**src/rtl/seq_detect_multi.sv**
```systemverilog
// Detects PAT_LEN-word pattern repeated back-to-back n times in a valid-qualified
// word stream; runtime-loadable pattern, pulse/sticky flag, saturating count.
module seq_detect_multi #(
  parameter int                          DATA_W   = 8,
  parameter int                          PAT_LEN  = 4,
  parameter int                          N_W      = 2,
  parameter int                          CNT_W    = 8,
  parameter logic [PAT_LEN*DATA_W-1:0]   PAT_INIT = 32'hCCDDEEFF
) (
  input  logic                        clk,
  input  logic                        rst,
  input  logic [DATA_W-1:0]           data_in,
  input  logic                        data_valid,
  input  logic [N_W-1:0]              n,
  input  logic                        mode,
  input  logic [PAT_LEN*DATA_W-1:0]   pat_in,
  input  logic                        cfg_load,
  output logic                        data_flag,
  output logic [N_W-1:0]              rep_cnt,
  output logic [CNT_W-1:0]            det_cnt
);

  localparam int                IDX_W    = $clog2(PAT_LEN);
  localparam logic [IDX_W-1:0]  LAST_IDX = IDX_W'(PAT_LEN - 1);

  logic [PAT_LEN*DATA_W-1:0] pat_q,  pat_d;
  logic [N_W-1:0]            n_q,    n_d;
  logic                      mode_q, mode_d;
  logic [IDX_W-1:0]          idx_q,  idx_d;
  logic [N_W-1:0]            rep_q,  rep_d;
  logic                      flag_q, flag_d;
  logic [CNT_W-1:0]          det_q,  det_d;

  logic [DATA_W-1:0] pat_word [PAT_LEN];
  logic [N_W-1:0]    rep_next;
  logic              hit;

  // Word 0 is the most-significant slice: it is the first word expected on the wire.
  always_comb begin
    for (int i = 0; i < PAT_LEN; i++) begin
      pat_word[i] = pat_q[(PAT_LEN-1-i)*DATA_W +: DATA_W];
    end
  end

  assign rep_next = rep_q + N_W'(1);

  always_comb begin
    // NOTE: every signal gets a default first so no path can infer a latch.
    pat_d  = pat_q;
    n_d    = n_q;
    mode_d = mode_q;
    idx_d  = idx_q;
    rep_d  = rep_q;
    det_d  = det_q;
    flag_d = 1'b0;
    hit    = 1'b0;

    if (cfg_load) begin
      pat_d  = pat_in;
      n_d    = n;
      mode_d = mode;
      idx_d  = '0;
      rep_d  = '0;
    end else begin
      if (data_valid) begin
        if (data_in == pat_word[idx_q]) begin
          if (idx_q == LAST_IDX) begin
            idx_d = '0;
            // n==0 disables detection; rep_cnt then simply wraps.
            if ((n_q != '0) && (rep_next == n_q)) begin
              hit   = 1'b1;
              rep_d = '0;
            end else begin
              rep_d = rep_next;
            end
          end else begin
            idx_d = idx_q + IDX_W'(1);
          end
        end else begin
          rep_d = '0;
          idx_d = (data_in == pat_word[0]) ? IDX_W'(1) : '0;
        end
      end
      flag_d = hit | (mode_q & flag_q);
      if (hit && (det_q != '1)) begin
        det_d = det_q + CNT_W'(1);
      end
    end
  end

  always_ff @(posedge clk) begin
    if (!rst) begin
      // NOTE: the pattern is a handful of flops, not a RAM, so it takes a reset value.
      pat_q  <= PAT_INIT;
      n_q    <= '0;
      mode_q <= 1'b0;
      idx_q  <= '0;
      rep_q  <= '0;
      flag_q <= 1'b0;
      det_q  <= '0;
    end else begin
      // NOTE: non-blocking so every flop samples the pre-edge value of the others.
      pat_q  <= pat_d;
      n_q    <= n_d;
      mode_q <= mode_d;
      idx_q  <= idx_d;
      rep_q  <= rep_d;
      flag_q <= flag_d;
      det_q  <= det_d;
    end
  end

  assign data_flag = flag_q;
  assign rep_cnt   = rep_q;
  assign det_cnt   = det_q;

endmodule
```
**config.mk**
```make
export PLATFORM = sky130hd
export DESIGN_NAME = seq_detect_multi
export DESIGN_NICKNAME = d
export VERILOG_FILES = /design/src/rtl/seq_detect_multi.sv
export SDC_FILE = /design/constraint.sdc
export NUM_CORES = 1
export LEC_CHECK = 0
export CAP_MARGIN = 40
export CORE_UTILIZATION = 53
export DETAILED_ROUTE_END_ITERATION = 7
export PLACE_DENSITY = 0.85
export SLEW_MARGIN = 10
export SYNTH_ARGS = -nofsm -noshare
export SYNTH_HDL_FRONTEND = slang
export SYNTH_SLANG_ARGS = --single-unit
```
**constraint.sdc**
```tcl
create_clock -name clk -period 5.34 [get_ports clk]
set_input_delay 0.534 -clock clk [delete_from_list [all_inputs] [get_ports clk]]
set_output_delay 0.534 -clock clk [all_outputs]
set_load 0.005 [all_outputs]
```
==> results of run 1 <==
-- logic make-up after synthesis --
group / synth area share
adder cells (fa/ha/maj): 0.01050
XOR/XNOR: 0.06250
AO/OA/AOI/OAI: 0.04780
multiplexers: 0.2521
AND/OR/NAND/NOR: 0.1901
buffers and inverters: 0.03361
flip-flops: 0.4034
-- power breakdown --
| part | switching [mW] | internal (mW) | total (mW) |
|---|---|---|---|
| Clock | 0.122 | 0.139 | 0.260 |
| Sequential | 0.0115 | 0.374 | 0.385 |
| Combinational | 0.0413 | 0.0610 | 0.102 |
| Total | 0.174 | 0.573 | 0.747 |
-- metrics by stage --
stage | cell area (um^2) | power (mW) | std cells | utilization | hold WS, ns
3_3_place_gp | 2955 | 0.4915 | 336 | 0.6834 | 0.4515
6_report | 3087 | 0.7475 | 345 | 0.7138 | 0.4816
4_1_cts | 3087 | 0.7503 | 345 | 0.7138 | 0.4826
3_5_place_dp | 2975 | 0.4955 | 337 | 0.6881 | 0.4593
5_1_grt | 3087 | 0.7772 | 345 | 0.7138 | 0.4979
2_1_floorplan | 2382 | 0.4465 | 240 | - | 0.4357
-- final timing paths --
path                                from                      end  slack (ns)
setup reg to reg   idx_q[1]$_SDFFE_PP0P_  det_cnt[2]$_SDFFE_PN0P_        2.45
setup / recovery   idx_q[1]$_SDFFE_PP0P_  det_cnt[2]$_SDFFE_PN0P_        2.45
hold reg to reg   pat_q[15]$_SDFFE_PN1P_   pat_q[15]$_SDFFE_PN1P_        0.48
hold / removal    pat_q[15]$_SDFFE_PN1P_   pat_q[15]$_SDFFE_PN1P_        0.48
-- final cells by class --
type | instances | area (um^2) | area share
Clock buffer | 5 | 68.82 | 0.02229
Clock inverter | 3 | 42.54 | 0.01378
Inverter | 4 | 15.01 | 0.004864
Multi-Input combinational cell | 174 | 1341 | 0.4345
Sequential cell | 48 | 960.9 | 0.3113
Tap cell | 52 | 65.06 | 0.02108
Timing Repair Buffer | 59 | 593.1 | 0.1921
-- placed cells by master, fill, tap and decap left out, types with 2 or more instances in the layout --
master,count
ha_1,2
clkdlybuf4s50_1,56
nand4_1,5
o21ai_0,2
nand3_1,3
clkbuf_8,5
inv_1,4
mux4_2,8
or3_1,2
nand2b_1,14
nor2_1,14
dfxtp_1,48
a21oi_1,6
nor4_2,5
a211o_1,2
xor2_1,5
mux2i_1,42
xnor2_1,12
nand2_1,39
-- layer usage --
layer / vias to the layer above / routed length [um]
li1: 947 / -
met1: 865 / 2264
met5: - / 0
met4: 0 / 54
met3: 5 / 195
met2: 44 / 2366
-- state kept, by name, indices dropped and copies added (netlist names) --
register	flops
det_cnt	8
mode_q	1
n_q	2
rep_cnt	2
idx_q	2
pat_q	32
data_flag	1
-- worst min-delay path, delay by kind of cell, from the launching register on --
family        cells  cell delay [ns]
flops             1             0.34
mux               1             0.06
simple gates      1             0.06
==> impl_metrics.yaml, run 1 <==
status:
  outcome: "finished clean"
sta:
  fmax_mhz: 345.5
  setup_slack_ns: 2.446
  rsz0062_at_grt: "no"
  period_needed_ns: 2.894
  finalSetupViolCount: 0
  maxSlewHeadroom: 0.5572
  slew_violations: 0
  tns_ns: 0
  finalCritPeriodShare: 0.5420
  final.setup_skew_ns: 0.006893
  max_slew.worst_pin.slew_ns: 0.6622
  hold_violations: 0
grt:
  gr-total-overflow: 0
  grt_use_met1: 0.2838
  busiest_layer: "met2"
  grt_use_met2: 0.3538
  track_usage: 0.2151
  antenna_found_initial: 0
  grt_pass1_wl_um: 8280
  use_met3: 0.03801
  grt_max_degree: 41
  first_global_vias: 1787
logic_synthesis:
  yosys.cell_count.top_type: "dfxtp_1"
  synth_area_leaders: "dfxtp_1 (40%), mux2i_1 (18%), mux4_2 (7.6%)"
  syn_area_per_cell_um2: 9.926
  yosys-top-cells-count: "dfxtp_1 (48), mux2i_1 (42), nand2_1 (39)"
  synthFlopType: "dfxtp_1"
  yosysTopAreaCell: "dfxtp_1"
  yosysWarnings: 0
  ys_async_sr_fraction: 0
  ys_seq_area_frac: 0.4034
  synth_fp_nets: 289
  syn_area_um2: 2382
  ys_ff_latch: 48
  synth_cell_types: 35
  yosys.area.top_type_share: 0.4034
  syn_inst: 240
  synth_edf_count: 0
final_layout:
  nets: 341
  fill_cells: 335
  num_antenna_cells: 0
  drive_gt1_frac: 0.08532
  area_growth_pct: 29.57
clocking:
  cts_buffers: 5
  cts-resized-gates: 0
  cts_hold_buffers: 0
  cts_sinks: 48
  clk_path_buf_depth: 2
  cts_root_buf: "clkbuf_8"
  insertion_delay_ns: 0.30
  clk_pin_slew_ns: 0.09
  cts_max_level: 2
  cts_tree: "built"
  cts_setup_buffers: 0
setup_path:
  critPathLaunchType: "flop"
  endpoint_kind: "flop"
  critical_path.top_delay_family: "simple AND/OR/NAND/NOR gates"
  rr_worst_depth: 5
  crit_path_max_incr_delay_ns: 0.69
  cp.depth: 5
  critPathKind: "flop to flop"
  arrival_ns: 3.12
  crit_buf_inv: 0
  cp.required_ns: 5.57
  cp_max_fo: 14
  path_cells: "mux4_2, xnor2_1, nand4_1, or4_1, a21oi_1"
  slowest_stage: "dfxtp_1"
route:
  drtIter0Drc: 103
  wl_per_cell_um: 14.15
  detail-route-antenna-nets: 0
  via_per_inst: 5.394
  via_count: 1861
  routed_wl_um: 4881
  drc: 0
  drt-pass1-iter-count: 4
power:
  power_density_nw_per_um2: 242.2
  peakVddDrop_uv: 224.6
  p_leak_nw: 1.159
place:
  dp_hpwl_um: 3602
  port_buffers: 57
  gp_congestion: 0.8693
  pre_cts_slack_ns: 2.483
die:
  coreArea_um2: 4324
  dieArea_um2: 4767
  initial_core_util: 0.5509
  ios: 58
  rows: 24
  die_h_um: 69.05
  die-width_um: 69.05
flow_run:
  maxCapViolCount: 0
worst_hold_path:
  hold_depth: 2
  hold_class: "flop to flop"
No activity file was read; power rests on OpenSTA's default activity.
==> run 2, diff against run 1 <==
CORE_UTILIZATION = 44   (was 53)
PLACE_DENSITY = 0.75   (was 0.85)
clock period = 2.65 ns   (was 5.34 ns; I/O delays follow)
==> run 2 against run 1 <==
Compared with the run above:
- clock skew down 0.0019 ns
- hold slack worse by 0.013 ns
- wire length decreased by 1.5%
- clock power is 71% higher
- register-to-register slack got worse by 2.2 ns
- die area up 20%
- sequential power is 100% higher
- critical path type unchanged
- total power grew 91%
- combinational power up 100%
- sequential share of layout area decreased by 0.31 points
- cell count rose by 6.4%
- global-route usage fell by 2.3 points
==> impl_metrics.yaml, run 2 (same netlist as run 1, synthesis figures left out) <==
power:
  p_leak_nw: 1.166
  switching_share: 0.2353
  p_comb_frac: 0.145
  power_density_nw_per_um2: 457.2
  switchingPower_uw: 335.4
  pwr-share-seq: 0.543
  peakVddDrop_uv: 283.9
  p_int_mw: 1.090
  p_clk_frac: 0.312
  p_total_mw: 1.426
grt:
  antenna_found_initial: 0
  track_usage: 0.1916
  grt_max_degree: 37
  grt_pass1_wl_um: 8031
  gr-total-overflow: 0
  first_global_vias: 1742
setup_path:
  arrival_ns: 2.64
  r2r_setup_slack_ns: 0.24
  r2r_start: "idx_q[1]$_SDFFE_PP0P_"
  cp.required_ns: 2.88
  crit_path_max_incr_delay_ns: 0.50
  reg2reg_to: "det_cnt[4]$_SDFFE_PN0P_"
  endpoint_kind: "flop"
  cp_max_fo: 8
  critPathLaunchType: "flop"
  path_cells: "buf_12, mux4_2, xnor2_1, nand4_1, buf_4, nor4_2, mux2i_1"
  critPathKind: "flop to flop"
  rr_worst_depth: 7
  cp-startpoint: "idx_q[1]$_SDFFE_PP0P_"
  slowest_stage: "mux4_2"
route:
  routed_wl_um: 4807
  drtIter0Drc: 126
  wl_per_cell_um: 13.10
  drc: 0
  via_per_inst: 5.065
  drt-pass1-iter-count: 4
  detail-route-antenna-nets: 0
  via_count: 1859
final_layout:
  largest-register: "pat_q"
  final_cell_mix: "clkdlybuf4s50_1 (56), dfxtp_1 (48), mux2i_1 (42)"
  fin_util: 0.6028
  num_antenna_cells: 0
  finalInstanceArea_um2: 3118
  drive_gt1_frac: 0.09091
  nets: 345
  fill_cells: 437
  area_growth_pct: 30.88
  final_common_cell: "clkdlybuf4s50_1"
  largest_reg_flops: 32
sta:
  hold_violations: 0
  final.setup_skew_ns: 0.004972
  maxSlewHeadroom: 0.5999
  finalCritPeriodShare: 0.9086
  max_slew.worst_pin.slew_ns: 0.6001
  finalSetupViolCount: 0
  tns_ns: 0
  rsz0062_at_grt: "no"
  setup_slack_ns: 0.2422
  period_needed_ns: 2.408
  slew_violations: 0
  fmax_mhz: 415.3
clocking:
  cts_tree: "built"
  cts_sinks: 48
  cts_hold_buffers: 0
  cts_max_level: 2
  clk_pin_slew_ns: 0.08
  cts_root_buf: "clkbuf_8"
  cts_setup_buffers: 0
  cts-resized-gates: 0
  cts_buffers: 5
  insertion_delay_ns: 0.29
  clk_path_buf_depth: 2
place:
  pre_cts_slack_ns: 0.2221
  place_area_um2: 3028
  gp_congestion: 0.7891
  dp_hpwl_um: 3644
  port_buffers: 57
flow_run:
  maxCapViolCount: 0
die:
  dieArea_um2: 5712
  ios: 58
  coreArea_um2: 5172
  rows: 26
  die_h_um: 75.58
  initial_core_util: 0.4606
  die-width_um: 75.58
status:
  outcome: "finished clean"
worst_hold_path:
  hold_path_end: "data_flag$_SDFF_PP0_"
  hold_depth: 2
  hold_class: "flop to flop"
  min_from: "mode_q$_SDFFE_PN0P_"
[run 2: cell count changes in the layout (fill, tap and decap cells not counted)]
cell	before	now
clkinvlp_4	1	0
clkbuf_8	5	6
buf_4	1	5
clkinv_2	1	0
clkbuf_1	0	2
bufinv_16	1	0
[run 2: area by class of cell]
type | count | area [um^2] | area share
well taps | 70 | 87.58 | 0.02809
multi-input cells | 174 | 1341 | 0.4302
flip-flops and latches | 48 | 960.9 | 0.3082
inverters | 4 | 15.01 | 0.004815
clock buffers | 8 | 90.09 | 0.02889
repair buffers | 63 | 623.1 | 0.1998
[run 2: worst max path at each step]
stage | endpoint | slack (ns) | cells past startpoint
6_report | det_cnt[4]$_SDFFE_PN0P_ | 0.24 | 7
5_1_grt | det_cnt[4]$_SDFFE_PN0P_ | 0.01 | 7
2_1_floorplan | det_cnt[3]$_SDFFE_PN0P_ | 0.61 | 7
3_5_place_dp | det_cnt[4]$_SDFFE_PN0P_ | 0.22 | 7
4_1_cts | det_cnt[4]$_SDFFE_PN0P_ | 0.20 | 7
3_3_place_gp | det_cnt[7]$_SDFFE_PN0P_ | 0.30 | 7
[run 2: power groups by stage]
stage / combinational (mW) / clock [mW] / sequential [mW]
2_1_floorplan: 0.117 / 0 / 0.783
6_report: 0.207 / 0.445 / 0.774
4_1_cts: 0.209 / 0.457 / 0.774
3_5_place_dp: 0.209 / 0 / 0.791
3_3_place_gp: 0.206 / 0 / 0.791
5_1_grt: 0.226 / 0.481 / 0.779
[run 2: layer usage]
layer	share of wire	vias to the layer above	track usage
li1	-	950	-
met1	0.48	859	0.2607
met2	0.46	46	0.2907
met3	0.042	4	0.04630
met4	0.013	0	0.08230
met5	0	-	0
[run 2: metrics by stage]
stage                     cells  hold slack, ns
after floorplan             240          0.3930
after global placement      359          0.4528
after detailed placement    359          0.4599
after CTS                   367          0.4759
after global routing        367          0.4930
final                       367          0.4683
[run 2: worst max-delay path: cells and delay by family, from the launching register on]
kind,cells,cell delay (ns)
and+or+nand+nor,2,0.56
xor gates and xnor gates,1,0.17
buffers and inverters,2,0.45
DFF,1,0.45
muxes,2,0.71
